===== config.mk =====
export PLATFORM = sky130hd
export DESIGN_NAME = muldiv_unit
export DESIGN_NICKNAME = d
export VERILOG_FILES = /design/src/rtl/muldiv_unit.sv
export SDC_FILE = /design/constraint.sdc
export NUM_CORES = 1
export LEC_CHECK = 0
export ABC_AREA = 1
export ABC_CLOCK_PERIOD_IN_PS = 6000
export BUFFER_PORTS_ARGS = -buffer_cell sky130_fd_sc_hd__buf_2
export CAP_MARGIN = 25
export CORE_MARGIN = 5
export CORE_UTILIZATION = 30
export CTS_CLUSTER_SIZE = 14
export DETAILED_ROUTE_END_ITERATION = 10
export HOLD_SLACK_MARGIN = 0.02
export PLACE_DENSITY = 0.59
export SYNTH_ARGS = -nofsm -noshare
export SYNTH_HDL_FRONTEND = slang
export SYNTH_SLANG_ARGS = --single-unit

===== constraint.sdc =====
create_clock -name clk -period 6 [get_ports clk]
set_input_delay 0.3 -clock clk [delete_from_list [all_inputs] [get_ports clk]]
set_output_delay 0.3 -clock clk [all_outputs]
set_load 0.01 [all_outputs]

===== src/rtl/muldiv_unit.sv =====
// rtl/muldiv_unit.sv - iterative MULT(U)/DIV(U) unit with architectural HI/LO
//
// Ports:
//   clk          rising-edge clock
//   reset        asynchronous active-low reset
//   start        request an operation (sampled only in IDLE)
//   op           00 MULTU, 01 DIVU, 10 MULT, 11 DIV
//   a, b         rs / rt operands (multiplicand/dividend, multiplier/divisor)
//   hi_we, lo_we MTHI / MTLO write enables, honoured only in IDLE
//   wdata        data for MTHI / MTLO
//   busy         high from the cycle after accept until the done cycle
//   done         one-cycle pulse, hi/lo valid in the same cycle
//   div_by_zero  set with done when a divide had b == 0
//   hi, lo       HI / LO registers
//
// Build option: MULDIV_SIGNED_EN enables signed MULT/DIV (op[1] = 1).
// Without it op[1] is ignored and every operation is unsigned.

module muldiv_unit #(
    parameter int WIDTH = 32
) (
    input  logic             clk,
    input  logic             reset,
    input  logic             start,
    input  logic [1:0]       op,
    input  logic [WIDTH-1:0] a,
    input  logic [WIDTH-1:0] b,
    input  logic             hi_we,
    input  logic             lo_we,
    input  logic [WIDTH-1:0] wdata,
    output logic             busy,
    output logic             done,
    output logic             div_by_zero,
    output logic [WIDTH-1:0] hi,
    output logic [WIDTH-1:0] lo
);

    typedef enum logic [1:0] {
        IDLE = 2'd0,
        RUN  = 2'd1,
        FIX  = 2'd2
    } state_t;

    localparam int CW = $clog2(WIDTH) + 1;
    localparam logic [CW-1:0] LAST = CW'(WIDTH - 1);

    state_t           state;
    logic [CW-1:0]    counter;
    logic             is_div;
    logic             b_zero;
    logic [WIDTH-1:0] operand;   // multiplicand for mul, divisor for div
    logic [WIDTH-1:0] work_hi;   // partial product high / partial remainder
    logic [WIDTH-1:0] work_lo;   // multiplier -> product low / dividend -> quotient

    logic [WIDTH-1:0] a_mag;
    logic [WIDTH-1:0] b_mag;

`ifdef MULDIV_SIGNED_EN
    logic neg_res;   // product/quotient sign: operand signs differ
    logic neg_rem;   // remainder follows the dividend sign
    logic a_neg_in;
    logic b_neg_in;

    assign a_neg_in = op[1] & a[WIDTH-1];
    assign b_neg_in = op[1] & b[WIDTH-1];
    assign a_mag    = a_neg_in ? (~a + 1'b1) : a;
    assign b_mag    = b_neg_in ? (~b + 1'b1) : b;
`else
    assign a_mag = a;
    assign b_mag = b;
`endif

    // One datapath step, shared registers for both operations.
    logic [WIDTH:0] mul_sum;
    logic [WIDTH:0] div_shift;
    logic [WIDTH:0] div_diff;
    logic           div_ge;

    always_comb begin
        mul_sum   = {1'b0, work_hi} + (work_lo[0] ? {1'b0, operand} : {(WIDTH+1){1'b0}});
        div_shift = {work_hi, work_lo[WIDTH-1]};
        div_diff  = div_shift - {1'b0, operand};
        div_ge    = (div_shift >= {1'b0, operand});
    end

    // Final sign correction and divide-by-zero override.
    logic [2*WIDTH-1:0] prod;
    logic [WIDTH-1:0]   quo;
    logic [WIDTH-1:0]   rem;
    logic [WIDTH-1:0]   res_hi;
    logic [WIDTH-1:0]   res_lo;

    always_comb begin
        prod = {work_hi, work_lo};
        quo  = work_lo;
        rem  = work_hi;
`ifdef MULDIV_SIGNED_EN
        if (neg_res) begin
            prod = ~prod + 1'b1;
            quo  = ~quo + 1'b1;
        end
        // With b == 0 the remainder equals |a|, so restoring the dividend
        // sign gives back a unchanged.
        if (neg_rem) begin
            rem = ~rem + 1'b1;
        end
`endif
        if (b_zero) begin
            quo = {WIDTH{1'b1}};
        end
        if (is_div) begin
            res_hi = rem;
            res_lo = quo;
        end else begin
            res_hi = prod[2*WIDTH-1:WIDTH];
            res_lo = prod[WIDTH-1:0];
        end
    end

    always_ff @(posedge clk or negedge reset) begin
        if (!reset) begin
            state       <= IDLE;
            counter     <= '0;
            busy        <= 1'b0;
            done        <= 1'b0;
            div_by_zero <= 1'b0;
            hi          <= '0;
            lo          <= '0;
            is_div      <= 1'b0;
            b_zero      <= 1'b0;
            operand     <= '0;
            work_hi     <= '0;
            work_lo     <= '0;
`ifdef MULDIV_SIGNED_EN
            neg_res     <= 1'b0;
            neg_rem     <= 1'b0;
`endif
        end else begin
            case (state)
                IDLE: begin
                    done <= 1'b0;
                    if (hi_we) hi <= wdata;
                    if (lo_we) lo <= wdata;
                    if (start) begin
                        state   <= RUN;
                        busy    <= 1'b1;
                        counter <= '0;
                        is_div  <= op[0];
                        b_zero  <= op[0] && (b == '0);
                        work_hi <= '0;
`ifdef MULDIV_SIGNED_EN
                        neg_res <= a_neg_in ^ b_neg_in;
                        neg_rem <= a_neg_in;
`endif
                        if (op[0]) begin
                            work_lo <= a_mag;
                            operand <= b_mag;
                        end else begin
                            work_lo <= b_mag;
                            operand <= a_mag;
                        end
                    end
                end
                RUN: begin
                    if (is_div) begin
                        work_hi <= div_ge ? div_diff[WIDTH-1:0] : div_shift[WIDTH-1:0];
                        work_lo <= {work_lo[WIDTH-2:0], div_ge};
                    end else begin
                        {work_hi, work_lo} <= {mul_sum, work_lo[WIDTH-1:1]};
                    end
                    counter <= counter + 1'b1;
                    if (counter == LAST) begin
                        state <= FIX;
                    end
                end
                FIX: begin
                    hi          <= res_hi;
                    lo          <= res_lo;
                    div_by_zero <= b_zero;
                    done        <= 1'b1;
                    busy        <= 1'b0;
                    counter     <= '0;
                    state       <= IDLE;
                end
                default: begin
                    state <= IDLE;
                end
            endcase
        end
    end

endmodule


==> summary.txt, run 1 <==
Routing
  – Drt first-iter violations: 1,310
  – 1st-pass router iterations: 6
  – WL/cell: 18.0 um
  – Vias: 15,200
  – Final WL: 54.1 mm
  – DRT antenna net count: 0
  – Drt drc: 0
  – Drt via density: 5.09

Worst setup path
  – Req. time, crit path: 6340 ps
  – R2R Path End: rem[23]
  – Crit Path Max Fanout: 21
  – R2R setup slack: between 2000 and 3000 ps
  – Worst Path Arrival: 3630 ps
  – Worst r2r src: work_lo[0]
  – Setup crit end kind: flop
  – Crit start category: flop
  – Critical Path Start: work_lo[0]
  – Crit path kind: reg -> reg
  – Crit path capture: rem[23]
  – R2R depth: 14

STA
  – Slew margin rel.: 25.0%
  – Least-Margin Pin Slew: 1110 ps
  – Max-slew violations: 0
  – F_max: 304 MHz
  – Worst hold slack: 124 ps
  – Total negative slack: 0 ps
  – Endpoints failing hold: 0
  – Worst Skew: roughly 17 ps
  – Final Cycle Share: 54.8%
  – Final setup vio count: 0
  – Post-route minimum period: 3290 ps
  – RSZ-0062 raised after global routing: false

Floorplanning
  – Die Wd: between 200 and 250 um
  – DIE AREA: 0.0516 mm^2
  – Rows: ~80
  – Die Y-Extent: 227 um
  – Core ar.: 0.0466 mm^2
  – Io pins: 170
  – Starting Density: 30.4%

Clock network
  – Inserted Clock Buffers: 17
  – H-tree levels: 4
  – # resized after CTS: 0
  – Root Buffer: clkbuf_16
  – Post-CTS Hold Fix Bufs: 1
  – Clk sinks: 173
  – Clock transition at path regs: 80 ps
  – Clk buf depth: 2
  – Post-CTS Setup Bufs: 0
  – CTS tree: done
  – Worst-skew pair later-pin latency: 450 ps

Pwr
  – P per Cell Area: 683 mW/mm^2
  – P_leak: 8.82 nW
  – Worst VDD drop: around 0.25 mV

Global route
  – Antenna violations before repair: 1
  – Congestion Overflow GR: 0
  – Total Routing Usage GR: between 20% and 30%
  – Grt peak-use layer: met2
  – Largest net degree at the start of global routing: 90
  – Met1 Use GR: 28.1%
  – First-pass GRT wire length: 82.2 mm
  – Met2 GRT Util: 34.2%
  – Vias in the first global route: 14,000
  – Global Route met3 Usage: under 10%

Yosys
  – Post-Synthesis Cells: about 2,300
  – Asr flop ratio synth: 100%
  – Mapped cell area: 0.0141 mm^2
  – Largest area contributor in the netlist: dfrtp_1
  – Ranking of synthesized cells by area: dfrtp_1 31%, nand2_1 19%, inv_1 9.0%
  – Most used DFF post-synth: dfrtp_1
  – Post-synth EDFFs: 0
  – Post-synthesis average cell area: 6.26 um^2
  – Seq/Total Area, Yosys: 30.6%
  – Register bit count reported by yosys: 173
  – Count leader, synth: nand2_1
  – Top-area cell type share of the netlist area: between 30% and 40%
  – Synth Warn #: 0
  – Synth Net Count: 2,429
  – Netlist cell types: 42
  – Commonest cells post-synth: 727 x nand2_1, 341 x inv_1, 188 x nor2_1

Placement
  – GP Congestion: 0.971
  – DP HPWL: approximately 43 mm
  – I/O Buffers: between 150 and 200
  – Placed cell areas: 0.0156 mm^2

Layout
  – Final design utilization: between 30% and 40%
  – # fillers: 5,094
  – Layout cells sized above 1: 11.1%
  – Synth-to-layout area growth: 14.3%
  – Cell area after layout: 0.0162 mm^2
  – Final #Nets: 2,546

Min path
  – Worst min path class: in -> reg
  – Hold depth: 3

Job
  – Max Cap Violations: 0

Status
  – Run status: complete, no violations
[cells in the final DEF (no fill, tap or decap), drive strengths merged]
cell	Yosys	layout
nand4	17	17
buf	24	185
a22oi	1	1
clkinvlp	0	1
nor4	11	11
o41ai	1	1
nand3	163	163
nor3	8	8
inv	344	351
xnor2	3	3
o21bai	12	12
clkinv	2	6
dfrtp	173	173
or2	5	5
diode	0	2
o21a	2	2
nand2	731	731
a21oi	124	124
and3	2	2
xor2	13	13
nor2	193	193
a31oi	34	34
fa	2	2
ha	65	65
nand3b	7	7
o211ai	30	30
dlygate4sd3	0	1
o22ai	1	1
bufinv	0	1
clkbuf	64	19
a21o	15	15
o21ai	188	188
mux2	19	19
and2	5	5
[cell families (layout without fill, tap and decap cells)]
logic type      after synthesis  after routing  share of synthesized area, %
buf+inv                     434            564                          11.8
flops                       173            173                          30.6
fa+ha+maj                    67             67                          6.03
xor+xnor                     16             16                         0.991
compound gates              408            408                          15.8
mux                          19             19                          1.51
simple gates               1142           1142                          33.2
other cells                   0              2                             0
[critical path: stages (launching register included)]
cell and delay (ps):
dfrtp_1 770, buf_16 230, nand2_1 60, inv_1 50, ha_1 220, inv_1 90, fa_1 400, o21bai_1 330
inv_1 80, o21bai_1 410, nand2_1 140, nand4_1 120, nand3_1 90, nand3_1 130, nand2_1 50
[where the power goes]
part	total, W	leakage, nW	internal [W]	switching [W]
clock	0.00113	0.283	0.000595	0.000539
combinational	0.00757	6.51	0.00251	0.00506
sequential	0.00235	2.03	0.00177	0.000585
total	0.0111	8.82	0.00487	0.00618
[routing by layer]
metal	wire (um)	vias to the layer above
li1	-	7442
met1	23800	7271
met2	26200	480
met3	2970	54
met4	1180	0
met5	0	-
[final cells by class]
| cell class | count | area, um^2 | share of cell area (%) |
|---|---|---|---|
| repair buffers | 186 | 1020 | 6.34 |
| clock inverters | 13 | 131 | 0.812 |
| well taps | 607 | 759 | 4.70 |
| clock buffers | 19 | 443 | 2.74 |
| diodes | 2 | 5.00 | 0.0309 |
| multi-input cells | 1652 | 8180 | 50.6 |
| inverters | 346 | 1300 | 8.03 |
| flip-flops and latches | 173 | 4330 | 26.8 |
[sequential cells by signal (all words and copies together), names as in the netlist]
signal,cells
done,1
b_zero,1
rem,32
counter,6
is_div,1
div_by_zero,1
busy,1
operand,32
lo,32
state,2
work_lo,32
hi,32
[how the worst min path moves through the flow]
stage / startpoint / end / slack [ps]
finish: a[12] / operand[12] / 120
detailed placement: reset / rem[5] / 410
global route: a[9] / operand[9] / 120
CTS: a[6] / operand[6] / 110
floorplan: reset / b_zero / 4
global placement: reset / rem[6] / 400
[metrics by stage]
stage	total power, W	worst slack, ps	std cells
floorplan	0.00745	3520	2259
global placement	0.00974	2600	2961
detailed placement	0.00981	2830	2962
CTS	0.0110	2800	2995
global route	0.0121	2550	2997
finish	0.0111	2710	2998
Power figures use the tool's default switching activity.
==> run 2: changes to the inputs <==
ABC_CLOCK_PERIOD_IN_PS = 3300   (was 6000)
clock period = 3.3 ns   (was 6 ns; I/O delays follow)
==> summary.txt, run 2 (synthesis gave the netlist of run 1 again) <==
Min path
  – Hold endpoint: operand[10]
  – Hold depth: 3
  – Min-delay src: a[10]
  – Worst min path class: in -> reg

Layout
  – Synth-to-layout area growth: 19.5%
  – Final #Nets: between 2,000 and 3,000
  – Multi-input gate area: around 0.008 mm^2
  – Sequential cell area: around 0.0043 mm^2
  – Final design utilization: 36.3%
  – Fin cells: 3,071
  – Commonest non-fill, non-tap cell in the layout: nand2_1
  – Layout cells sized above 1: 11.7%
  – # fillers: between 4,000 and 5,000
  – Most frequent cells in the layout: 727 x nand2_1, 340 x inv_1, 186 x nor2_1, 178 x o21ai_0, 172 x dfrtp_1

Worst setup path
  – CP most frequent cell: nand2_1
  – Setup crit end kind: flop
  – Crit start category: flop
  – Crit Path Max Fanout: 31
  – Critical path's slowest cell: dfrtp_1
  – Critical path cell sequence: ha_1 > nand2_1 > nor2_2 > nand3_1 > nand3_2 > nand2_2 > nand2_1 > nand3_4 > nand2_4 > nand2_1 > nand3_1 > nand3_1 > nand2_1
  – Delay of the slowest critical-path stage: 530 ps
  – Largest delay share family, worst path: simple AND/OR/NAND/NOR gates
  – R2R depth: 13
  – Worst r2r src: rem[0]
  – Req. time, crit path: 3700 ps
  – R2R Path End: rem[2]
  – Crit path kind: reg -> reg
  – Buffers and inverters on the worst path: 0
  – R2R setup slack: 460 ps
  – Worst Path Arrival: 3240 ps

STA
  – Final Cycle Share: a little under nine tenths
  – F_max: roughly 350 MHz
  – RSZ-0062 raised after global routing: false
  – Total negative slack: 0 ps
  – Least-Margin Pin Slew: 939 ps
  – Worst Skew: 13.5 ps
  – Post-route minimum period: around 2800 ps
  – Max-slew violations: 0
  – Final setup vio count: 0
  – Slew margin rel.: 37.4%
  – Endpoints failing hold: 0

Clock network
  – Clk buf depth: 2
  – Clk sinks: 173
  – Inserted Clock Buffers: 17
  – # resized after CTS: 0
  – H-tree levels: 4
  – Root Buffer: clkbuf_16
  – Clock transition at path regs: 80 ps
  – CTS tree: done
  – Worst-skew pair later-pin latency: 460 ps

Pwr
  – Worst VDD drop: 0.461 mV
  – P_leak: 9.16 nW
  – P per Cell Area: 1220 mW/mm^2
  – Final total power: 0.0206 W

Floorplanning
  – Die Y-Extent: around 230 um
  – Die Wd: 227 um
  – Io pins: 170
  – Core ar.: 0.0466 mm^2
  – Starting Density: 30.4%
  – Rows: 79
  – DIE AREA: 0.0516 mm^2

Placement
  – GP Congestion: 0.972
  – Post-Place Cells: approximately 3,000
  – DP HPWL: about 45 mm
  – I/O Buffers: 168

Routing
  – WL/cell: 18.4 um
  – Drt first-iter violations: between 1,000 and 1,500
  – Vias: 15,500
  – Final WL: 56.6 mm
  – DRT antenna net count: 0
  – Drt via density: between 5 and 6
  – Drt drc: 0
  – 1st-pass router iterations: 8

Global route
  – Antenna violations before repair: 1
  – Largest net degree at the start of global routing: 89
  – Total Routing Usage GR: around 22%
  – First-pass GRT wire length: 86.4 mm
  – Vias in the first global route: 14,800
  – Congestion Overflow GR: 0

Job
  – Max Cap Violations: 0

Status
  – Run status: complete, no violations
[run 2: per-stage QoR]
step / worst slack [ps] / instance area (um^2) / hold slack (ps)
final: 456 / 16900 / 29.6
after detailed placement: 473 / 15800 / 280
after global placement: 457 / 15800 / 278
after floorplan: 822 / 14100 / -131
after CTS: 443 / 16900 / 20.0
after global routing: 269 / 16900 / 37.5
[run 2: what timing repair did]
action                                 4_1_cts  5_1_grt
buffers inserted                             0        0
endpoints found under the hold margin      122        0
hold buffers                                50        0
[run 2: worst max-delay path by stage]
| stage | start | endpoint | slack, ps | depth (start not counted) |
|---|---|---|---|---|
| 2_1_floorplan | work_lo[0] | rem[27] | 820 | 17 |
| 3_3_place_gp | rem[1] | rem[3] | 460 | 12 |
| 3_5_place_dp | rem[1] | rem[2] | 470 | 13 |
| 4_1_cts | rem[1] | rem[2] | 440 | 13 |
| 5_1_grt | work_lo[0] | rem[23] | 270 | 15 |
| 6_report | rem[0] | rem[2] | 460 | 13 |
[run 2: worst register-to-register path, cell delays in order, from the launching register on]
cell and delay, ps:
dfrtp_1 530, ha_1 470, nand2_1 90, nor2_2 110
nand3_1 100, nand3_2 160, nand2_2 80, nand2_1 100
nand3_4 230, nand2_4 400, nand2_1 240, nand3_1 130
nand3_1 80, nand2_1 70
[run 2: where the power goes]
| part | internal [W] | switching, W | total (W) | leakage, nW |
|---|---|---|---|---|
| sequential | 0.00322 | 0.000888 | 0.00410 | 2.03 |
| clock | 0.00122 | 0.00100 | 0.00223 | 0.300 |
| combinational | 0.00480 | 0.00943 | 0.0142 | 6.83 |
[run 2: per-layer routing]
metal	vias up	routed length [um]	track usage, %
met2	508	26800	35.4
met1	7352	24800	29.6
met3	66	3340	2.81
met4	0	1610	6.89
li1	7601	-	-
met5	-	0	0
[run 2: area by class of cell]
| type | instances | area share, % |
|---|---|---|
| clock buffers | 18 | 2.54 |
| multi-input cells | 1652 | 48.4 |
| inverters | 346 | 7.68 |
| diodes | 2 | 0.0296 |
| clock inverters | 14 | 1.15 |
| flip-flops and latches | 173 | 25.6 |
| repair buffers | 259 | 10.1 |
| well taps | 607 | 4.49 |
==> run 3: changes to the inputs <==
ABC_CLOCK_PERIOD_IN_PS = 2880   (was 3300)
BUFFER_PORTS_ARGS = default   (was -buffer_cell sky130_fd_sc_hd__buf_2)
DONT_BUFFER_PORTS = 1   (was default)
PLACE_DENSITY = default   (was 0.59)
clock period = 2.88 ns   (was 3.3 ns; I/O delays follow)
==> summary.txt, run 3 (synthesis gave the netlist of run 1 again) <==
Global route
  – Congestion Overflow GR: 0
  – Total Routing Usage GR: 21.1%
  – First-pass GRT wire length: 84.6 mm
  – Vias in the first global route: about 15,000
  – Largest net degree at the start of global routing: 174
  – Antenna violations before repair: 0

Job
  – Max Cap Violations: 0

Pwr
  – Clock share of power: 10.8%
  – Worst VDD drop: roughly 0.57 mV
  – Sw Share: 55.0%
  – P per Cell Area: 1400 mW/mm^2
  – Final total power: 0.0235 W
  – NetSw: 0.0129 W
  – P_leak: 8.74 nW
  – Reg power frac: 21.3%
  – Internal: 0.0106 W
  – Comb power frac: 67.9%

Floorplanning
  – DIE AREA: 0.0516 mm^2
  – Starting Density: 30.4%
  – Core ar.: 0.0466 mm^2
  – Rows: 79
  – Die Wd: 227 um
  – Die Y-Extent: between 200 and 250 um
  – Io pins: 170

STA
  – Worst Skew: ~9.6 ps
  – Max-slew violations: 0
  – Least-Margin Pin Slew: 867 ps
  – Endpoints failing hold: 173
  – Total negative slack: 0 ps
  – Slew margin rel.: 41.7%
  – RSZ-0062 raised after global routing: false
  – Worst hold slack: -621 ps
  – Final Cycle Share: 93.0%
  – Post-route minimum period: around 2700 ps
  – Final setup vio count: 0
  – F_max: 373 MHz

Routing
  – Uppermost layer routed: met4
  – 1st-pass router iterations: 8
  – Routed length on met3: 4.21 mm
  – Vias: 15,400
  – Post-Route M1 WL: around 24 mm
  – Drt via density: between 5 and 6
  – WL met2: 25.5 mm
  – Drt drc: 0
  – Final WL: about 56 mm
  – WL/cell: 18.9 um
  – DRT antenna net count: 0
  – Drt first-iter violations: around 1,500

Clock network
  – Inserted Clock Buffers: 17
  – CTS tree: done
  – Clock transition at path regs: ~80 ps
  – Post-CTS Hold Fix Bufs: 103
  – H-tree levels: 4
  – Worst-skew pair later-pin latency: 460 ps
  – Clk sinks: 173
  – Root Buffer: clkbuf_16
  – Clk buf depth: 2

Layout
  – Ant. Diodes: 0
  – Synth-to-layout area growth: 18.3%
  – Final #Nets: approximately 2,500
  – Most frequent cells in the layout: 725 x nand2_1, 339 x inv_1, 184 x nor2_1, 178 x o21ai_0, 172 x dfrtp_1
  – Cell area after layout: 0.0167 mm^2
  – Commonest non-fill, non-tap cell in the layout: nand2_1
  – Layout cells sized above 1: 6.14%

Worst setup path
  – Req. time, crit path: roughly 3200 ps
  – Setup crit end kind: flop
  – Crit Path Max Fanout: 22
  – Crit path kind: reg -> reg
  – R2R Path End: rem[12]
  – R2R depth: 13
  – Crit start category: flop
  – Worst Path Arrival: approximately 3000 ps
  – R2R setup slack: 200 ps
  – Worst r2r src: operand[16]

Status
  – Run status: finished with violations
  – Failing checks: negative hold slack

Placement
  – DP HPWL: 43.9 mm
  – GP Congestion: approximately 1.0
  – Placed cell areas: 0.0151 mm^2
  – I/O Buffers: 0

Min path
  – Worst min path class: in -> async
==> run 3: stage by stage <==
stage	utilization [%]	hold slack, ps	std cells	setup slack [ps]
finish	35.9	-621	2970	201
global route	35.9	-631	2970	8.28
CTS	35.9	-619	2970	196
detailed placement	32.3	-147	2835	218
global placement	32.3	-147	2835	195
floorplan	-	-152	2259	402
==> run 3: critical path, cell delays in order, from the launching register on <==
cell and delay [ps]:
dfrtp_1 420, inv_1 160, ha_1 400, nand2_1 130, nor2_1 170, nand2_1 110, nor3_2 220, nand2_1 110
nand2_1 120, nor2_4 60, nand2_4 230, nand3_1 230, nand3_1 150, nand2_1 60
==> run 3: cell type report <==
| type | instances | area (um^2) |
|---|---|---|
| sequential | 173 | 4330 |
| multi-input combinational | 1652 | 8200 |
| clock inverter | 15 | 196 |
| clock buffer | 17 | 425 |
| timing repair buffer | 160 | 1520 |
| inverter | 346 | 1300 |
| tap | 607 | 759 |
| fill | 5002 | 29800 |
==> run 3: layer usage <==
metal | vias to the layer above | track usage, %
met5 | - | 0
met2 | 633 | 32.7
met3 | 126 | 4.66
met4 | 0 | 9.12
met1 | 7245 | 28.4
li1 | 7401 | -
==> run 3: repair_timing <==
action / in CTS / in global routing
gates resized for setup: 0 / 8
setup endpoints to repair: 0 / 8
setup buffers: 0 / 0
endpoints found under the hold margin: 281 / 173
==> run 3: worst max-delay path by stage <==
stage,from,depth (start not counted),to,slack (ps)
after floorplan,work_lo[0],17,rem[27],400
after global placement,work_lo[0],16,rem[27],200
after detailed placement,work_lo[31],18,rem[30],220
after CTS,work_lo[31],18,rem[30],200
after global routing,operand[16],15,rem[5],8
final,operand[16],13,rem[12],200
==> run 3: power groups by stage <==
stage / Clock [W] / Combinational, W / Sequential, W
after floorplan: 0 / 0.0109 / 0.00460
after global placement: 0 / 0.0154 / 0.00501
after detailed placement: 0 / 0.0155 / 0.00503
after CTS: 0.00253 / 0.0158 / 0.00499
after global routing: 0.00263 / 0.0179 / 0.00511
final: 0.00253 / 0.0160 / 0.00500
